File: src/rtl/seq_shifter.sv
// Multi-cycle 32-bit shifter: srl/sll/sra one bit per clock, start/busy/done handshake.
// The shift-type input is named shift_type because "type" is a reserved word in SystemVerilog.
module seq_shifter (
  input  logic        clk,
  input  logic        rst,
  input  logic        start,
  input  logic [31:0] a,
  input  logic [4:0]  shamt,
  input  logic [1:0]  shift_type,
  output logic        busy,
  output logic        done,
  output logic [31:0] r,
  output logic [1:0]  dbg_state
);

  // Handshake: start is honoured only in IDLE; busy is high from the cycle after
  // acceptance through the done cycle; done is a one-cycle pulse qualifying r.
  typedef enum logic [1:0] {
    S_IDLE  = 2'd0,
    S_SHIFT = 2'd1,
    S_DONE  = 2'd2
  } state_e;

  localparam logic [1:0] T_SRL  = 2'b00;
  localparam logic [1:0] T_SLL  = 2'b01;
  localparam logic [1:0] T_PASS = 2'b11;

  state_e      state_q, state_d;
  logic [31:0] w_q, w_d;
  logic [4:0]  cnt_q, cnt_d;
  logic [1:0]  typ_q, typ_d;
  logic [31:0] r_q, r_d;
  logic [31:0] w_shift;

  always_ff @(posedge clk or posedge rst) begin
    if (rst) begin
      state_q <= S_IDLE;
      w_q     <= 32'h0;
      cnt_q   <= 5'd0;
      typ_q   <= 2'b00;
      r_q     <= 32'h0;
    end else begin
      state_q <= state_d;
      w_q     <= w_d;
      cnt_q   <= cnt_d;
      typ_q   <= typ_d;
      r_q     <= r_d;
    end
  end

  // sra reuses w[31], which always still holds the operand's original sign bit.
  always_comb begin
    w_shift = {w_q[31], w_q[31:1]};
    if (typ_q == T_SRL) w_shift = {1'b0, w_q[31:1]};
    else if (typ_q == T_SLL) w_shift = {w_q[30:0], 1'b0};
  end

  always_comb begin
    state_d = state_q;
    w_d     = w_q;
    cnt_d   = cnt_q;
    typ_d   = typ_q;
    r_d     = r_q;
    case (state_q)
      S_IDLE: begin
        if (start) begin
          w_d   = a;
          cnt_d = shamt;
          typ_d = shift_type;
          if (shamt == 5'd0 || shift_type == T_PASS) begin
            r_d     = a;
            state_d = S_DONE;
          end else begin
            state_d = S_SHIFT;
          end
        end
      end
      S_SHIFT: begin
        w_d   = w_shift;
        cnt_d = cnt_q - 5'd1;
        if (cnt_q == 5'd1) begin
          r_d     = w_shift;
          state_d = S_DONE;
        end
      end
      S_DONE: state_d = S_IDLE;
      default: state_d = S_IDLE;
    endcase
  end

  assign busy      = (state_q != S_IDLE);
  assign done      = (state_q == S_DONE);
  assign r         = r_q;
  assign dbg_state = state_q;

endmodule

File: config.mk
export PLATFORM = sky130hd
export DESIGN_NAME = seq_shifter
export DESIGN_NICKNAME = d
export VERILOG_FILES = /design/src/rtl/seq_shifter.sv
export SDC_FILE = /design/constraint.sdc
export NUM_CORES = 1
export LEC_CHECK = 0
export ABC_AREA = 1
export CELL_PAD_IN_SITES_DETAIL_PLACEMENT = 0
export CELL_PAD_IN_SITES_GLOBAL_PLACEMENT = 1
export CORE_UTILIZATION = 40
export DETAILED_ROUTE_END_ITERATION = 16
export GPL_TIMING_DRIVEN = 0
export PLACE_DENSITY_LB_ADDON = 0.1
export SLEW_MARGIN = 25
export SYNTH_ARGS = -nofsm -noshare
export SYNTH_HDL_FRONTEND = slang
export SYNTH_SLANG_ARGS = --single-unit
File: constraint.sdc
create_clock -name clk -period 4 [get_ports clk]
set_clock_uncertainty 0.15 [all_clocks]
set_input_delay 0.4 -clock clk [delete_from_list [all_inputs] [get_ports clk]]
set_output_delay 0.4 -clock clk [all_outputs]
set_load 0.005 [all_outputs]
After elaboration in Yosys (flattened, before gate mapping). Cells that the tools add are included.

Eq/ne operators: 8. Reduce and logical (&&, ||, !) cells: 10. Add/sub/neg operators: 1. Multiplexer cells: 14.

Operator list (number): 32-bit 2-to-1 mux (6); 32-bit case mux with 2 select lines (2); 5-bit case mux with 2 select lines (1); 2-bit 2-to-1 mux (3); 2-bit != test, second input constant (3); 2-bit AND reduction (3); 5-bit by 1-bit == test with 1-bit output, second input constant (1); 5-bit logical NOT (1); 5-bit 2-to-1 mux (1); 5-bit by 1-bit subtractor with 5-bit output, second input constant (1); 2-bit by 1-bit == test with 1-bit output, second input constant (2); 2-bit == test, second input constant (2); 2-bit logical NOT (2); 2-bit case mux with 2 select lines (1); 4-bit AND reduction (1); 2-bit nonzero test (2); 1-bit logical OR (1).

Flip-flop bits (word level): 73. Bits of input ports: 42. Logic and storage cells: 38.

Logic depth before layout (Yosys ltp). Gate-level depths: netlist of the first run.

Word-level depth: 5. Gate-level depth with buffers: 10. Depth with buffers taken out: 9.

Worst setup path after synthesis of the first run. OpenSTA, ideal clock, no wires.

Kind: register -> register. Start: register cnt_q[1]. End: register r_q[1] (netlist: r[1]). Path slack: 2.418 ns. Arrival time: 1.315 ns. Data required time: 3.733 ns. Stages on the path, launching flop included: 11. Setup time: 0.117 ns. Cells stage by stage: dfrtp_1 > inv_1 > ha_1 > inv_1 > nor2_1 > nand2_1 > a21oi_4 > nand2_4 > buf_6 > nand2_1 > nand2_1.

Longest elaborated chain between the ends: 3.

RTL lines: start: declaration (line 30) `logic [4:0] cnt_q, cnt_d;`; start signal: assignment (line 45) `cnt_q <= cnt_d;`; 5-bit by 1-bit == test with 1-bit output (line 81) `if (cnt_q == 5'd1) begin`; 2-bit != test (no line); 4-bit AND reduction (no line); end signal: assignment (line 47) `r_q <= r_d;`; end: declaration (line 32) `logic [31:0] r_q, r_d;`.

Every way passes these cells. A chain may end at the register's enable or synchronous reset.

Final worst setup path of the first run.
Start: register state_q[0] (netlist: dbg_state[0]). End: output port busy.

Longest elaborated chain between the ends: 1.

RTL lines: start: declaration (line 28) `state_e state_q, state_d;`; start signal: assignment (line 43) `state_q <= state_d;`; 2-bit nonzero test (line 91) `assign busy = (state_q != S_IDLE);`; end: declaration (line 10) `output logic busy,`.

Every way passes these cells.

==> results of run 1 <==
## layout make-up
class,count,area (µm²)
fill,941,4240
sequential,73,1830
multi-input combinational,368,1630
timing repair buffer,78,798
inverter,47,179
buffer,33,176
tap,129,161
clock buffer,12,155
clock inverter,4,75.1
## synthesized netlist by cell type (all sizes together)
cell / number / area share [%]
ha: 2 / 0.66
nand2: 206 / 21
mux2: 1 / 0.30
nor2: 11 / 1.2
a21oi: 4 / 0.82
nand3: 100 / 13
o21ai: 42 / 5.6
clkbuf: 15 / 1.5
inv: 47 / 4.6
xor2: 1 / 0.23
dfrtp: 73 / 48
buf: 18 / 3.2
o22ai: 1 / 0.16
## registers in the layout, summed over array words and instances (netlist names)
| register | cells |
|---|---|
| w_q | 32 |
| cnt_q | 5 |
| dbg_state | 2 |
| typ_q | 2 |
| r | 32 |
## metrics by stage
stage                     util [%]  setup WS (ns)  cells  area [µm²]
final                         54.1           1.89    744        5000
after detailed placement      51.6           1.82    728        4770
after global routing          54.1           1.80    744        5000
after CTS                     54.1           1.87    744        5000
after floorplan                  -           1.60    521        3810
after global placement        51.3          0.162    727        4740
## critical path, delay by kind of cell, from the launching register on
| kind | cells | cell delay (ns) |
|---|---|---|
| buffers and inverters | 2 | 0.51 |
| DFF | 1 | 0.45 |
| and+or+nand+nor | 1 | 0.25 |
## cell families after synthesis
kind of cell    after synthesis  synth area share [%]
flops                        73                  48.0
mux                           1                 0.296
xor+xnor                      1                 0.230
simple gates                317                  35.0
fa+ha+maj                     2                 0.657
buf+inv                      80                  9.26
compound gates               47                  6.60
## placed cells by master (no fill, tap or decap)
master	count
a21oi_1	3
a21oi_4	1
buf_1	1
buf_16	1
buf_2	9
buf_4	5
buf_6	3
bufinv_16	2
clkbuf_1	16
clkbuf_8	11
clkdlybuf4s50_1	77
clkinvlp_4	2
dfrtp_1	73
ha_1	2
inv_1	41
inv_2	5
inv_4	1
mux2_2	1
nand2_1	204
nand2_2	1
nand2_4	1
nand3_1	99
nand3_2	1
nor2_1	10
nor2_2	1
o21ai_0	16
o21ai_1	25
o21ai_2	1
o22ai_1	1
xor2_1	1
## path summary, 6_finish.rpt
kind | startpoint | endpoint | slack [ns] | cells after the start
setup / recovery | dbg_state[0] | busy | 1.89 | 3
hold / removal | rst | r[22] | 0.21 | 2
setup reg to reg | cnt_q[1] | r[0] | 2.19 | 10
hold reg to reg | r[18] | r[18] | 0.32 | 2
max in group asynchronous | rst | w_q[7] | 2.92 | 3
min in group clk | r[18] | r[18] | 0.32 | 2
## routing by layer
metal	share of wire (%)	routed length, µm
met1	48	5000
met2	45	4670
met3	4.5	470
met4	2.0	210
met5	0	0
## power by group through the flow
stage	combinational, mW	sequential [mW]	clock (mW)
finish	2.34	1.26	0.672
global route	2.65	1.30	0.719
CTS	2.37	1.26	0.689
detailed placement	2.36	1.28	0
global placement	2.33	1.26	0
floorplan	1.50	1.27	0
==> metrics.txt, run 1 <==
share of cells above drive strength 1=roughly 7.5%; slowest cell delay on critical path=0.45 ns; Sequential Power Share=between 20 and 30%; via count=3675; setup tns final=0 ns; hold_buf cts=0; CTS Buf Count=9; Clock Tree Root=clkbuf_8; CP required=between 3 and 4 ns; Ports=approximately 80; final slew viol count=0; post_cts resized=0; Slowest-stage cell, CP=dfrtp_1; IO Port Bufs=between 70 and 80; # Max-Cap Violations=0; Hold Crit Class=in2async; Pre-antenna DRT Iters=8; last weighted congestion value of the routability-driven placer=between 0.8 and 0.9; Setup Buffers After CTS=0; CTS sink cnt=between 70 and 80; Final setup viols=0; GRT met2 Usage=a little over a third; maximum vdd ir drop=roughly 320 µV; GR peak layer=met2; Mapped Cells=~520; clock transition at the registers of the reported paths=roughly 0.09 ns; crit share post-route=a little over half; first-pass GRT wire length=17400 µm; sw frac=a little over two fifths; Post-DRT Antenna Nets=0; CP Launch Type=flop; clock share of power=roughly 16%; worst-case clock buffer depth=2; RSZ-0062 raised after global routing=no; Synth Warn #=0; Final nets=between 600 and 700; Post-Syn Area=between 3000 and 4000 µm²; Setup crit end kind=output port; Int Pwr=2.42 mW; area growth from synthesis to layout=31.3%; Pwr Total=4.28 mW; minimum clock period=about 2.1 ns; WL/cell=approximately 14 µm; DRC errors left=0; final WL=approximately 10000 µm; CTS tree=done; Net Sw Power=about 1.9 mW; Critical Setup Path Class=reg2out; worst hold slack=about 0.21 ns; grt met3 use=3.30%; worst skew pair latency=~0.35 ns; H-tree levels=3; Synth Register Bits=73; Critical Path Fanout Max=5; relative slew slack=between 60% and 70%; LEAKAGE=around 2.5 nW; Netlist cell types=24; initial antenna violation count=0; largest net degree at the start of global routing=roughly 50; initial DRC count=170; Gate power share=around 55%; width of the die=~100 µm; syn nets=565; Die H=between 90 and 100 µm; Via density=4.94; total global-route track usage=22.5%; grt ovf=0; outcome=finished clean; Slew @ Worst Pin=0.553 ns; register area share after synthesis=48.0%; DP HPWL=around 7300 µm; met1 global-route usage=a little over 30%; Ant. Diodes=0; row count=35; vias in the first global route=about 3600; core area=9240 µm²; Final Hold Vio Count=0; Avg Cell Area, Syn=~7.3 µm²; initial core utilization=41.2%; worst-path cell chain=nor2_1 > inv_1 > clkdlybuf4s50_1; die area=between 9000 and 10000 µm²; Arr. time, crit path=approximately 1.6 ns; Cell Pwr Density=roughly 860 nW/µm²; Fmax=~470 MHz
Power figures use the tool's default switching activity.
==> run 2, diff against run 1 <==
- CORE_UTILIZATION: 40 -> 37
- clock period: 4 -> 2.11 ns (I/O delays scaled with it)
==> run 2 against run 1 <==
Against the previous run:
- worst hold slack lost 0.16 ns
- via count shrank 0.38%
- flip-flop and latch count is the same
- sequential share of layout area shrank 0.091 points
- sequential power grew 90%
- worst setup slack lost 1.7 ns
- final area grew 0.25%
- combinational power grew 90%
- critical endpoint unchanged
==> metrics.txt, run 2 (synthesis gave the netlist of run 1 again) <==
Post-DP Area=4820 µm² (+1.1%); outcome=finished clean; IO Port Bufs=77 (unchanged); Cell Pwr Density=1580 nW/µm² (+85%); last weighted congestion value of the routability-driven placer=0.841 (+1.4%); slowest cell delay on critical path=0.46 ns (about the same); Clock Tree Root=clkbuf_8; crit share post-route=between 90% and 100%; width of the die=103 µm (+3.9%); Cell Count, Final, Fillers Out=750 (+0.81%); final worst slack=0.203 ns (-1.69 ns); RR Endpoint=r[7]; first-pass GRT wire length=17600 µm (+1.4%); CP required=1.75 ns (-1.70 ns); Filler cells=1021 (+8.5%); CTS sink cnt=73 (unchanged); Seq. cell area=1830 µm² (unchanged); worst-path cell chain=nor2_1 > inv_1 > clkdlybuf4s50_1; area growth from synthesis to layout=31.6%; Arr. time, crit path=1.55 ns (about the same); Final Hold Vio Count=0 (unchanged); Critical Path Fanout Max=5 (unchanged); post_cts resized=0 (unchanged); most frequent cells in the layout=nand2_1 (204), nand3_1 (99), clkdlybuf4s50_1 (77), dfrtp_1 (73), inv_1 (41); Reg2Reg Depth=10 (unchanged); Reg2Reg Setup Slack=0.27 ns (-1.92 ns); minimum clock period=roughly 1.9 ns; Bufs and invs on worst path=2 (unchanged); H-tree levels=3 (unchanged); DRC errors left=0 (unchanged); Ant. Diodes=0 (unchanged); Final nets=656 (+0.31%); Final Instance Area=5010 µm² (+0.25%); worst hold slack=0.0458 ns (-0.162 ns); LEAKAGE=2.54 nW (+0.25%); Fmax=524 MHz; final slew viol count=0 (unchanged); Hold Crit Class=in2async; via count=3661 (-0.38%); # Max-Cap Violations=0 (unchanged); core area=9860 µm² (+6.8%); relative slew slack=65.1% (+2.0 points); initial antenna violation count=0 (unchanged); Slew @ Worst Pin=0.524 ns (-0.0293 ns); RSZ-0062 raised after global routing=no; die area=10700 µm² (+7.9%); DP HPWL=7670 µm (+4.7%); critical path's top delay family=buffers and inverters; grt ovf=0 (unchanged); pre-CTS setup slack=0.129 ns (-1.69 ns); CP Launch Type=flop; DP Cell Count=734 (+0.82%); worst-case clock buffer depth=2 (unchanged); Post-DRT Antenna Nets=0 (unchanged); maximum vdd ir drop=694 µV (+110%); Pre-antenna DRT Iters=4 (-4); row count=36 (+2.9%); hold_buf cts=0 (unchanged); vias in the first global route=3629 (+0.89%); share of cells above drive strength 1=7.46% (-0.024 points); Setup Buffers After CTS=0 (unchanged); CTS tree=done; Setup crit end kind=output port; reg2reg start=cnt_q[1]; Critical Setup Path Class=reg2out; final WL=10400 µm (+0.50%); WL/cell=13.9 µm (-0.30%); largest net degree at the start of global routing=22 (-57%); initial core utilization=38.6% (-2.6 points); total global-route track usage=21.6% (-0.83 points); Layout Utilization=50.8% (-3.3 points); commonest non-fill, non-tap cell in the layout=nand2_1; Multi-input gate area=1630 µm² (unchanged); worst skew pair latency=0.35 ns (about the same); Slowest-stage cell, CP=dfrtp_1; CTS Buf Count=9 (unchanged); clock transition at the registers of the reported paths=0.08 ns (about the same); Final setup viols=0 (unchanged); Via density=4.88 (-1.2%); Ports=78 (unchanged); initial DRC count=139 (-18%); Die H=103 µm (+3.9%)
[run 2: changes by cell type in the layout (fill, tap and decap cells not counted), sizes merged]
cell and delta:
clkinvlp -1, buf +2, bufinv -1, clkinv +2, inv -1, clkbuf +1
[run 2: layout make-up]
type / instances / area share [%]
Buffer: 33 / 3.52
Sequential cell: 73 / 36.4
Timing Repair Buffer: 80 / 16.9
Clock buffer: 13 / 2.97
Tap cell: 133 / 3.32
Multi-Input combinational cell: 368 / 32.5
Inverter: 47 / 3.59
Clock inverter: 3 / 0.799
[run 2: report_power, final]
part	total [mW]	internal (mW)	leakage (nW)	switching [mW]
Sequential	2.39	2.09	0.903	0.303
Combinational	4.45	1.77	1.54	2.68
Clock	1.10	0.577	0.0974	0.527
Total	7.94	4.44	2.54	3.50
[run 2: metal layers]
| layer | GRT usage, % | wire [µm] | vias up | part of all wire, % |
|---|---|---|---|---|
| li1 | - | - | 1833 | - |
| met1 | 29.5 | 5090 | 1721 | 49 |
| met2 | 35.4 | 4740 | 96 | 46 |
| met3 | 3.16 | 440 | 11 | 4.2 |
| met4 | 6.93 | 132 | 0 | 1.3 |
| met5 | 0 | 0 | - | 0 |
[run 2: worst max-delay path by stage]
| stage | startpoint | endpoint | cells past startpoint |
|---|---|---|---|
| 2_1_floorplan | cnt_q[1] | r[1] | 10 |
| 3_3_place_gp | rst | r[5] | 2 |
| 3_5_place_dp | shamt[3] | r[21] | 7 |
| 4_1_cts | dbg_state[0] | busy | 3 |
| 5_1_grt | cnt_q[1] | r[17] | 10 |
| 6_report | dbg_state[0] | busy | 3 |
[run 2: stage by stage]
stage / TNS [ns] / total power, mW
2_1_floorplan: 0 / 5.24
3_3_place_gp: -4.20 / 6.83
3_5_place_dp: 0 / 6.91
4_1_cts: 0 / 8.05
5_1_grt: 0 / 8.76
6_report: 0 / 7.94
==> run 3, diff against run 2 <==
--- a/constraint.sdc
+++ b/constraint.sdc
@@ -3,3 +3,3 @@
 set_input_delay 0.211 -clock clk [delete_from_list [all_inputs] [get_ports clk]]
 set_output_delay 0.211 -clock clk [all_outputs]
-set_load 0.005 [all_outputs]
+set_load 0.01 [all_outputs]
==> results of run 3 <==
Same layout as run 2 (identical final DEF). Status: finished clean.
Among the figures that moved: setup slack after layout 0.203 ns -> 0.169 ns; total power 7.94 mW -> 8.07 mW; worst IR drop on VDD 694 µV -> 733 µV
